===== config.mk =====
export PLATFORM = sky130hd
export DESIGN_NAME = hilo_unit
export DESIGN_NICKNAME = d
export VERILOG_FILES = /design/src/rtl/hilo_unit_pkg.sv /design/src/rtl/hilo_unit_slot.sv /design/src/rtl/hilo_unit.sv
export SDC_FILE = /design/constraint.sdc
export NUM_CORES = 1
export LEC_CHECK = 0
export CAP_MARGIN = 20
export CORE_MARGIN = 2
export CORE_UTILIZATION = 59
export CTS_CLUSTER_DIAMETER = 60
export DETAILED_ROUTE_END_ITERATION = 16
export PLACE_DENSITY = 0.86
export SLEW_MARGIN = 20
export SYNTH_ARGS = -nofsm -noshare
export SYNTH_HDL_FRONTEND = slang
export SYNTH_SLANG_ARGS = --single-unit

===== constraint.sdc =====
create_clock -name clk -period 12.9 [get_ports clk]
set_input_delay 1.29 -clock clk [delete_from_list [all_inputs] [get_ports clk]]
set_output_delay 1.29 -clock clk [all_outputs]
set_load 0.02 [all_outputs]

===== src/rtl/hilo_unit_pkg.sv =====
// Shared definitions for the HI/LO register block: bus widths, R-type funct
// codes for the HI/LO instructions and the tracking FSM state encoding.
package hilo_unit_pkg;

   localparam int unsigned DATA_BUS       = 32;
   localparam int unsigned MULT_DIV_BUS   = 64;
   localparam int unsigned FUNCT_BUS      = 6;
   localparam int unsigned HILO_STATE_BUS = 2;

   localparam logic [FUNCT_BUS-1:0] FUNCT_MFHI  = 6'b010000;
   localparam logic [FUNCT_BUS-1:0] FUNCT_MTHI  = 6'b010001;
   localparam logic [FUNCT_BUS-1:0] FUNCT_MFLO  = 6'b010010;
   localparam logic [FUNCT_BUS-1:0] FUNCT_MTLO  = 6'b010011;
   localparam logic [FUNCT_BUS-1:0] FUNCT_MULT  = 6'b011000;
   localparam logic [FUNCT_BUS-1:0] FUNCT_MULTU = 6'b011001;
   localparam logic [FUNCT_BUS-1:0] FUNCT_DIV   = 6'b011010;
   localparam logic [FUNCT_BUS-1:0] FUNCT_DIVU  = 6'b011011;

   typedef enum logic [HILO_STATE_BUS-1:0] {
      HILO_IDLE = 2'd0,
      HILO_WAIT = 2'd1,
      HILO_HOLD = 2'd2
   } hilo_state_t;

   function automatic logic is_mult_div(input logic [FUNCT_BUS-1:0] f);
      return (f == FUNCT_MULT) || (f == FUNCT_MULTU) ||
             (f == FUNCT_DIV)  || (f == FUNCT_DIVU);
   endfunction

endpackage


===== src/rtl/hilo_unit_slot.sv =====
// hilo_slot: one pipeline register carrying a pending HI/LO write.
// Ports: clk/rst; clear kills the entry (wins over hold); hold keeps the
// current entry; otherwise d_* is loaded. q_* is the registered entry.
module hilo_slot
   import hilo_unit_pkg::*;
(
   input  logic                clk,
   input  logic                rst,
   input  logic                clear,
   input  logic                hold,
   input  logic                d_valid,
   input  logic                d_hi_we,
   input  logic                d_lo_we,
   input  logic [DATA_BUS-1:0] d_hi,
   input  logic [DATA_BUS-1:0] d_lo,
   output logic                q_valid,
   output logic                q_hi_we,
   output logic                q_lo_we,
   output logic [DATA_BUS-1:0] q_hi,
   output logic [DATA_BUS-1:0] q_lo
);

   always_ff @(posedge clk or posedge rst) begin
      if (rst) begin
         q_valid <= 1'b0;
         q_hi_we <= 1'b0;
         q_lo_we <= 1'b0;
         q_hi    <= '0;
         q_lo    <= '0;
      end else if (clear) begin
         q_valid <= 1'b0;
         q_hi_we <= 1'b0;
         q_lo_we <= 1'b0;
         q_hi    <= '0;
         q_lo    <= '0;
      end else if (!hold) begin
         q_valid <= d_valid;
         q_hi_we <= d_hi_we;
         q_lo_we <= d_lo_we;
         q_hi    <= d_hi;
         q_lo    <= d_lo;
      end
   end

endmodule


===== src/rtl/hilo_unit.sv =====
// hilo_unit: HI/LO architectural registers for the EX stage.
// Ports: clk, rst (async, active-high); flush kills EX/MEM state; stall_all
// freezes the pipeline; funct/mt_data describe the EX instruction; md_done/
// md_result is the mult/div completion interface. Outputs: stall_req holds
// EX while a mult/div is in flight, read_data is the forwarded MFHI/MFLO
// value, hi/lo are the architectural registers.
module hilo_unit
   import hilo_unit_pkg::*;
#(
   parameter logic [DATA_BUS-1:0] kResetValue = 32'h0
) (
   input  logic                    clk,
   input  logic                    rst,
   input  logic                    flush,
   input  logic                    stall_all,
   input  logic [FUNCT_BUS-1:0]    funct,
   input  logic [DATA_BUS-1:0]     mt_data,
   input  logic                    md_done,
   input  logic [MULT_DIV_BUS-1:0] md_result,
   output logic                    stall_req,
   output logic [DATA_BUS-1:0]     read_data,
   output logic [DATA_BUS-1:0]     hi,
   output logic [DATA_BUS-1:0]     lo
);

   hilo_state_t state, state_nxt;
   logic [MULT_DIV_BUS-1:0] hold_buf;
   logic                    latch_hold;

   logic                push_valid, push_hi_we, push_lo_we;
   logic [DATA_BUS-1:0] push_hi, push_lo;

   logic                mem_valid, mem_hi_we, mem_lo_we;
   logic [DATA_BUS-1:0] mem_hi, mem_lo;
   logic                wb_valid, wb_hi_we, wb_lo_we;
   logic [DATA_BUS-1:0] wb_hi, wb_lo;

   always_ff @(posedge clk or posedge rst) begin
      if (rst) state <= HILO_IDLE;
      else     state <= state_nxt;
   end

   always_comb begin
      state_nxt  = state;
      stall_req  = 1'b0;
      latch_hold = 1'b0;
      push_valid = 1'b0;
      push_hi_we = 1'b0;
      push_lo_we = 1'b0;
      push_hi    = '0;
      push_lo    = '0;
      case (state)
         HILO_IDLE: begin
            if (!flush && is_mult_div(funct)) begin
               // A done pulse in the issue cycle completes immediately.
               stall_req = !md_done;
               if (!md_done) begin
                  state_nxt = HILO_WAIT;
               end else if (!stall_all) begin
                  push_valid = 1'b1;
                  push_hi_we = 1'b1;
                  push_lo_we = 1'b1;
                  {push_hi, push_lo} = md_result;
               end else begin
                  latch_hold = 1'b1;
                  state_nxt  = HILO_HOLD;
               end
            end else if (!flush && !stall_all &&
                         (funct == FUNCT_MTHI || funct == FUNCT_MTLO)) begin
               push_valid = 1'b1;
               push_hi_we = (funct == FUNCT_MTHI);
               push_lo_we = (funct == FUNCT_MTLO);
               push_hi    = mt_data;
               push_lo    = mt_data;
            end
         end
         HILO_WAIT: begin
            stall_req = !md_done;
            if (!flush && md_done) begin
               if (!stall_all) begin
                  push_valid = 1'b1;
                  push_hi_we = 1'b1;
                  push_lo_we = 1'b1;
                  {push_hi, push_lo} = md_result;
                  state_nxt  = HILO_IDLE;
               end else begin
                  latch_hold = 1'b1;
                  state_nxt  = HILO_HOLD;
               end
            end
         end
         HILO_HOLD: begin
            if (!flush && !stall_all) begin
               push_valid = 1'b1;
               push_hi_we = 1'b1;
               push_lo_we = 1'b1;
               {push_hi, push_lo} = hold_buf;
               state_nxt  = HILO_IDLE;
            end
         end
         default: state_nxt = HILO_IDLE;
      endcase
      if (flush) state_nxt = HILO_IDLE;
   end

   always_ff @(posedge clk or posedge rst) begin
      if (rst)             hold_buf <= '0;
      else if (flush)      hold_buf <= '0;
      else if (latch_hold) hold_buf <= md_result;
   end

   hilo_slot u_mem (
      .clk(clk), .rst(rst), .clear(flush), .hold(stall_all),
      .d_valid(push_valid), .d_hi_we(push_hi_we), .d_lo_we(push_lo_we),
      .d_hi(push_hi), .d_lo(push_lo),
      .q_valid(mem_valid), .q_hi_we(mem_hi_we), .q_lo_we(mem_lo_we),
      .q_hi(mem_hi), .q_lo(mem_lo)
   );

   hilo_slot u_wb (
      .clk(clk), .rst(rst), .clear(flush), .hold(stall_all),
      .d_valid(mem_valid), .d_hi_we(mem_hi_we), .d_lo_we(mem_lo_we),
      .d_hi(mem_hi), .d_lo(mem_lo),
      .q_valid(wb_valid), .q_hi_we(wb_hi_we), .q_lo_we(wb_lo_we),
      .q_hi(wb_hi), .q_lo(wb_lo)
   );

   // The register write is taken on the edge that moves MEM into WB, so a
   // result is architecturally visible two unstalled edges after issue and
   // is already committed by the time a flush could reach the WB slot.
   always_ff @(posedge clk or posedge rst) begin
      if (rst) begin
         hi <= kResetValue;
         lo <= kResetValue;
      end else if (!flush && !stall_all && mem_valid) begin
         if (mem_hi_we) hi <= mem_hi;
         if (mem_lo_we) lo <= mem_lo;
      end
   end

   logic [DATA_BUS-1:0] fwd_hi, fwd_lo;

   always_comb begin
      fwd_hi = hi;
      fwd_lo = lo;
      if (mem_valid && mem_hi_we)     fwd_hi = mem_hi;
      else if (wb_valid && wb_hi_we)  fwd_hi = wb_hi;
      if (mem_valid && mem_lo_we)     fwd_lo = mem_lo;
      else if (wb_valid && wb_lo_we)  fwd_lo = wb_lo;
      read_data = '0;
      if (funct == FUNCT_MFHI)      read_data = fwd_hi;
      else if (funct == FUNCT_MFLO) read_data = fwd_lo;
   end

endmodule

-- Word-level counts from Yosys, hierarchy flattened
Index checks and enable logic that the tools add are counted.
- bits in latches: 0
- bits in writable memories: 0
- output and inout port bits: 97
- memories kept: 0
- memory bits (read-only): 0
- flip-flop bits (word level): 264
- shift-type cells: 0
- divide/modulo/power cells: 0
- reductions and logical operators: 21
- bitwise gates (word level): 0
- multiply operators: 0
- $add $sub $neg: 0
- muxes and demuxes: 66
- $lt $le $gt $ge: 0
- eq/ne operators: 15
- operators with widths (cell ; count):
    $mux W32 ; 23
    $pmux W32 S3 ; 2
    $mux W64 ; 2
    $eq A6 B5 Y1 const B ; 8
    $mux W1 ; 26
    $mux W2 ; 7
    $logic_and A1 B1 Y1 ; 9
    $ne A3 B3 Y1 const B ; 3
    $pmux W1 S3 ; 3
    $pmux W2 S3 ; 1
    $logic_or A1 B1 Y1 ; 4
    $ne A4 B4 Y1 const B ; 1
    $pmux W1 S2 ; 2
    $reduce_and A2 Y1 ; 2
    $reduce_and A4 Y1 ; 1
    $logic_not A1 Y1 ; 3
    $eq A2 B1 Y1 const B ; 1
    $eq A2 B2 Y1 const B ; 1
    $logic_not A2 Y1 ; 1
    $ne A2 B2 Y1 const B ; 1
    $reduce_bool A2 Y1 ; 1

-- Depth between registers and ports, before layout
- depth in word-level cells: 9
- mapped depth: 9

-- Hierarchy
From an unflattened synthesis, not the netlist that was laid out.
- cells, all modules: 1168
- area, all modules: 13122.6 µm²
- modules (own cells, without submodules) (module ; cells an instance ; sequential area each (µm²) ; instances ; area an instance (µm²)):
    hilo_unit ; 734 ; 3253.1 ; 1 ; 7642.3
    hilo_slot ; 217 ; 1676.6 ; 2 ; 2740.1

-- Worst setup path before layout
Ideal clock, no wire load.
- path kind: in2out
- start: input funct[2]
- end: output read_data[12]
- stages on the path: 4
- arrival: 2.808 ns
- setup slack: 8.802 ns
- data required time: 11.610 ns
- cells stage by stage: or3b_1 nor4b_1 clkbuf_1 a22o_1
- longest elaborated chain between the ends: 3
- RTL lines (what ; line ; RTL):
    from (decl) ; hilo_unit.sv:16 ; input logic [FUNCT_BUS-1:0] funct,
    $eq A6 B5 Y1 ; hilo_unit.sv:152 ; else if (funct == FUNCT_MFLO) read_data = fwd_lo;
    $mux W32 ; hilo_unit.sv:152 ;
    $mux W32 (*) ; hilo_unit.sv:151 ; if (funct == FUNCT_MFHI) read_data = fwd_hi;
    to (decl) ; hilo_unit.sv:21 ; output logic [DATA_BUS-1:0] read_data,
Every way passes the cells marked *; elsewhere a longest branch is shown, timed or not.

-- Worst setup path after layout
- start: input funct[4]
- end: output read_data[16]
Same word-level chain as after synthesis.

==> run_results.csv <==
group,metric,value,unit
logic_synthesis,syn_area_per_cell,10.3,um2
logic_synthesis,async_flop_share,100,%
timing,rsz0062_at_grt,"false",
worst_setup_path,cp-start-kind,"input port",
layout,final_util,73.9,%
power_and_ir_drop,combinationalPowerShare,7.2,%
place,place_congestion,0.979,
floorplanning,rows,55,
logic_synthesis,ys_warn_count,0,
place,dp_hpwl,28500,um
logic_synthesis,synth-seq-area-share,48.2,%
layout,layout-drive-gt1-share,12.3,%
layout,seq_area,6610,um2
floorplanning,core,22700,um2
worst_setup_path,path_max_fanout,32,
timing,post-route-min-period,5.05,ns
layout,antenna_cells,0,
worst_setup_path,path_class,"input port to output pin",
clock_tree,clock_sinks,264,
worst_setup_path,worst-endpoint-required,11.61,ns
logic_synthesis,yosys.area.top_type,"dfrtp_1",
logic_synthesis,syn-num-nets,1442,
worst_setup_path,critical_path_arrival,3.76,ns
detailed_routing,drcViolationCount,0,
logic_synthesis,synth_cell_types,35,
logic_synthesis,syn_area,13700,um2
logic_synthesis,yosys_most_used_dff,"dfrtp_1",
logic_synthesis,synthTopCellsByArea,"dfrtp_1 48%, mux2i_1 12%, nand2_1 5.4%, mux2_2 5.3%, o21ai_0 4.7%",
layout,n_fill_cell,1541,
clock_tree,insertion_delay,0.54,ns
clock_tree,clk_path_buf_depth,3,
clock_tree,cts.htree.levels,1,
floorplanning,initial_core_util,60.4,%
clock_tree,clockRootBuffer,"clkbuf_16",
grt,grt_antenna_before_repair,0,
layout,multi_input_area,6640,um2
layout,nets,1570,
power_and_ir_drop,sequentialPowerShare,46.6,%
status,outcome,"finished, final reports clean",
layout,final_area,16800,um2
power_and_ir_drop,power_switching,0.421,mW
worst_setup_path,endpoint_kind,"output pin",
detailed_routing,ant_nets,0,
timing,fmax,0.198,GHz
detailed_routing,vias,11700,
logic_synthesis,syn_inst,1335,
layout,fin_cells,1768,
grt,grt_pass1_vias,11200,
grt,grtUsageTotal,35.1,%
logic_synthesis,yosysTopAreaCellShare,48.2,%
power_and_ir_drop,switching_share,23.3,%
timing,finalHoldViolations,0,
clock_tree,numCtsBuffers,28,
power_and_ir_drop,power_frac_clock,46.2,%
detailed_routing,routed_wl,43100,um
floorplanning,die_w,156,um
place,preCtsSetupSlack,7.91,ns
grt,overflow,0,
power_and_ir_drop,p_total,1.80,mW
timing,fin_ws,7.85,ns
floorplanning,io_pins,204,
floorplanning,die-area,24500,um2
worst_hold_path,min_path_type,"register to register",
power_and_ir_drop,power.leakage,7.57,nW
grt,top_usage_layer,"met2",
timing,period_share,39.1,%
run,drv_cap,0,
timing,setup_viol,0,
clock_tree,clk_pin_slew,0.06,ns
timing,tns,0,ns
timing,slew_violations,0,
timing,max_slew_margin,26.2,%
clock_tree,hold_buffers,0,
grt,grt.met1_usage,49.5,%
floorplanning,fp.dieH,156,um
power_and_ir_drop,vdd_drop_max,0.0898,mV
clock_tree,cts_tree,"yes",
detailed_routing,viasPerCell,6.61,
timing,worst_pin_slew,1.11,ns
grt,gr-usage-met3,7.03,%
grt,grtUsageMet2,52.3,%
clock_tree,cts_setup_buffers,0,
detailed_routing,drtIter0Drc,1289,
grt,grt_max_degree,149,
timing,whs,0.526,ns
timing,fin_skew,0.0170,ns
grt,grt_first_pass_wirelength,65500,um
clock_tree,cts-resized-gates,0,
place,place_area,15800,um2
layout,syn_to_final_growth,22.4,%
logic_synthesis,synth_edf_count,0,
detailed_routing,drtPass1Iterations,8,
power_and_ir_drop,p_int,1.38,mW
power_and_ir_drop,p_per_area,107,nW/um2
detailed_routing,wl_per_cell,24.4,um
logic_synthesis,synth-seq-cells,264,
place,io_buffers,203,
place,dp.cells,1718,
-- cells by family after synthesis --
kind of cell | share of synthesized area, %
buffers and inverters | 3.90
DFF | 48.2
and+or+nand+nor | 11.2
muxes | 17.2
AOI/OAI and AO/OA | 19.5
-- flip-flops by register name (all words and copies together), names as in the netlist --
signal,count
u_mem.q_lo,32
state,2
u_wb.q_lo,32
u_wb.q_valid,1
hold_buf,64
hi,32
u_wb.q_hi_we,1
u_mem.q_hi_we,1
u_wb.q_lo_we,1
u_mem.q_hi,32
u_mem.q_lo_we,1
u_mem.q_valid,1
lo,32
u_wb.q_hi,32
-- metal layers --
metal  routed length [um]  up-vias  share of wire, %
met1                17200     5744                40
met4                 2260        0               5.2
li1                     -     5075                 -
met3                 4670      133                11
met5                    0        -                 0
met2                19000      735                44
-- area by class of cell --
type	count	area share (%)
well taps	285	2.12
clock buffers	39	5.08
multi-input cells	940	39.5
flip-flops and latches	264	39.3
repair buffers	226	13.1
clock inverters	11	0.678
inverters	3	0.142
-- power by group through the flow --
stage	Combinational, mW	Sequential (mW)	Clock (mW)
floorplan	0.0620	0.853	0
global placement	0.125	0.855	0
detailed placement	0.126	0.856	0
CTS	0.127	0.841	0.833
global route	0.137	0.841	0.874
finish	0.130	0.841	0.833
-- Yosys cell counts (all sizes together), types with 2 or more instances --
master   number
a211oi       33
a21oi        34
a221o        33
o221ai       31
a2111oi       2
clkbuf       87
mux2i       163
o211ai        2
nor2         70
o21ai       129
inv           3
nor4          2
a22o         65
a22oi        31
nand2b       66
nand2       198
or2           2
and2          2
nor2b         5
mux2         64
buf          41
dfrtp       264
-- critical path, stage by stage --
cell and delay (ns):
clkdlybuf4s50_1 0.47, or3b_1 0.46, nor4b_2 0.29, buf_4 0.38
a22o_1 0.23, clkdlybuf4s50_1 0.61
-- final timing paths --
kind	from	end	slack (ns)	depth (start not counted)
setup / recovery	funct[4]	read_data[16]	7.85	6
min in group asynchronous	rst	hi[17]	1.26	2
hold / removal	u_wb.q_lo[21]	u_wb.q_lo[21]	0.53	2
setup reg to reg	u_mem.q_valid	hi[7]	10.37	4
max in group asynchronous	rst	u_mem.q_hi[30]	9.58	4
hold reg to reg	u_wb.q_lo[21]	u_wb.q_lo[21]	0.53	2
-- placed cells by master (no fill, tap or decap), types with 31 or more instances in the layout --
cell type / n
a211oi_1: 33
a21oi_1: 33
a221o_1: 33
a22o_1: 65
a22oi_1: 31
clkdlybuf4s50_1: 201
dfrtp_1: 264
mux2_2: 64
mux2i_1: 163
nand2_1: 196
nand2b_1: 66
nor2_1: 69
o21ai_0: 129
No activity file was read; power rests on OpenSTA's default activity.
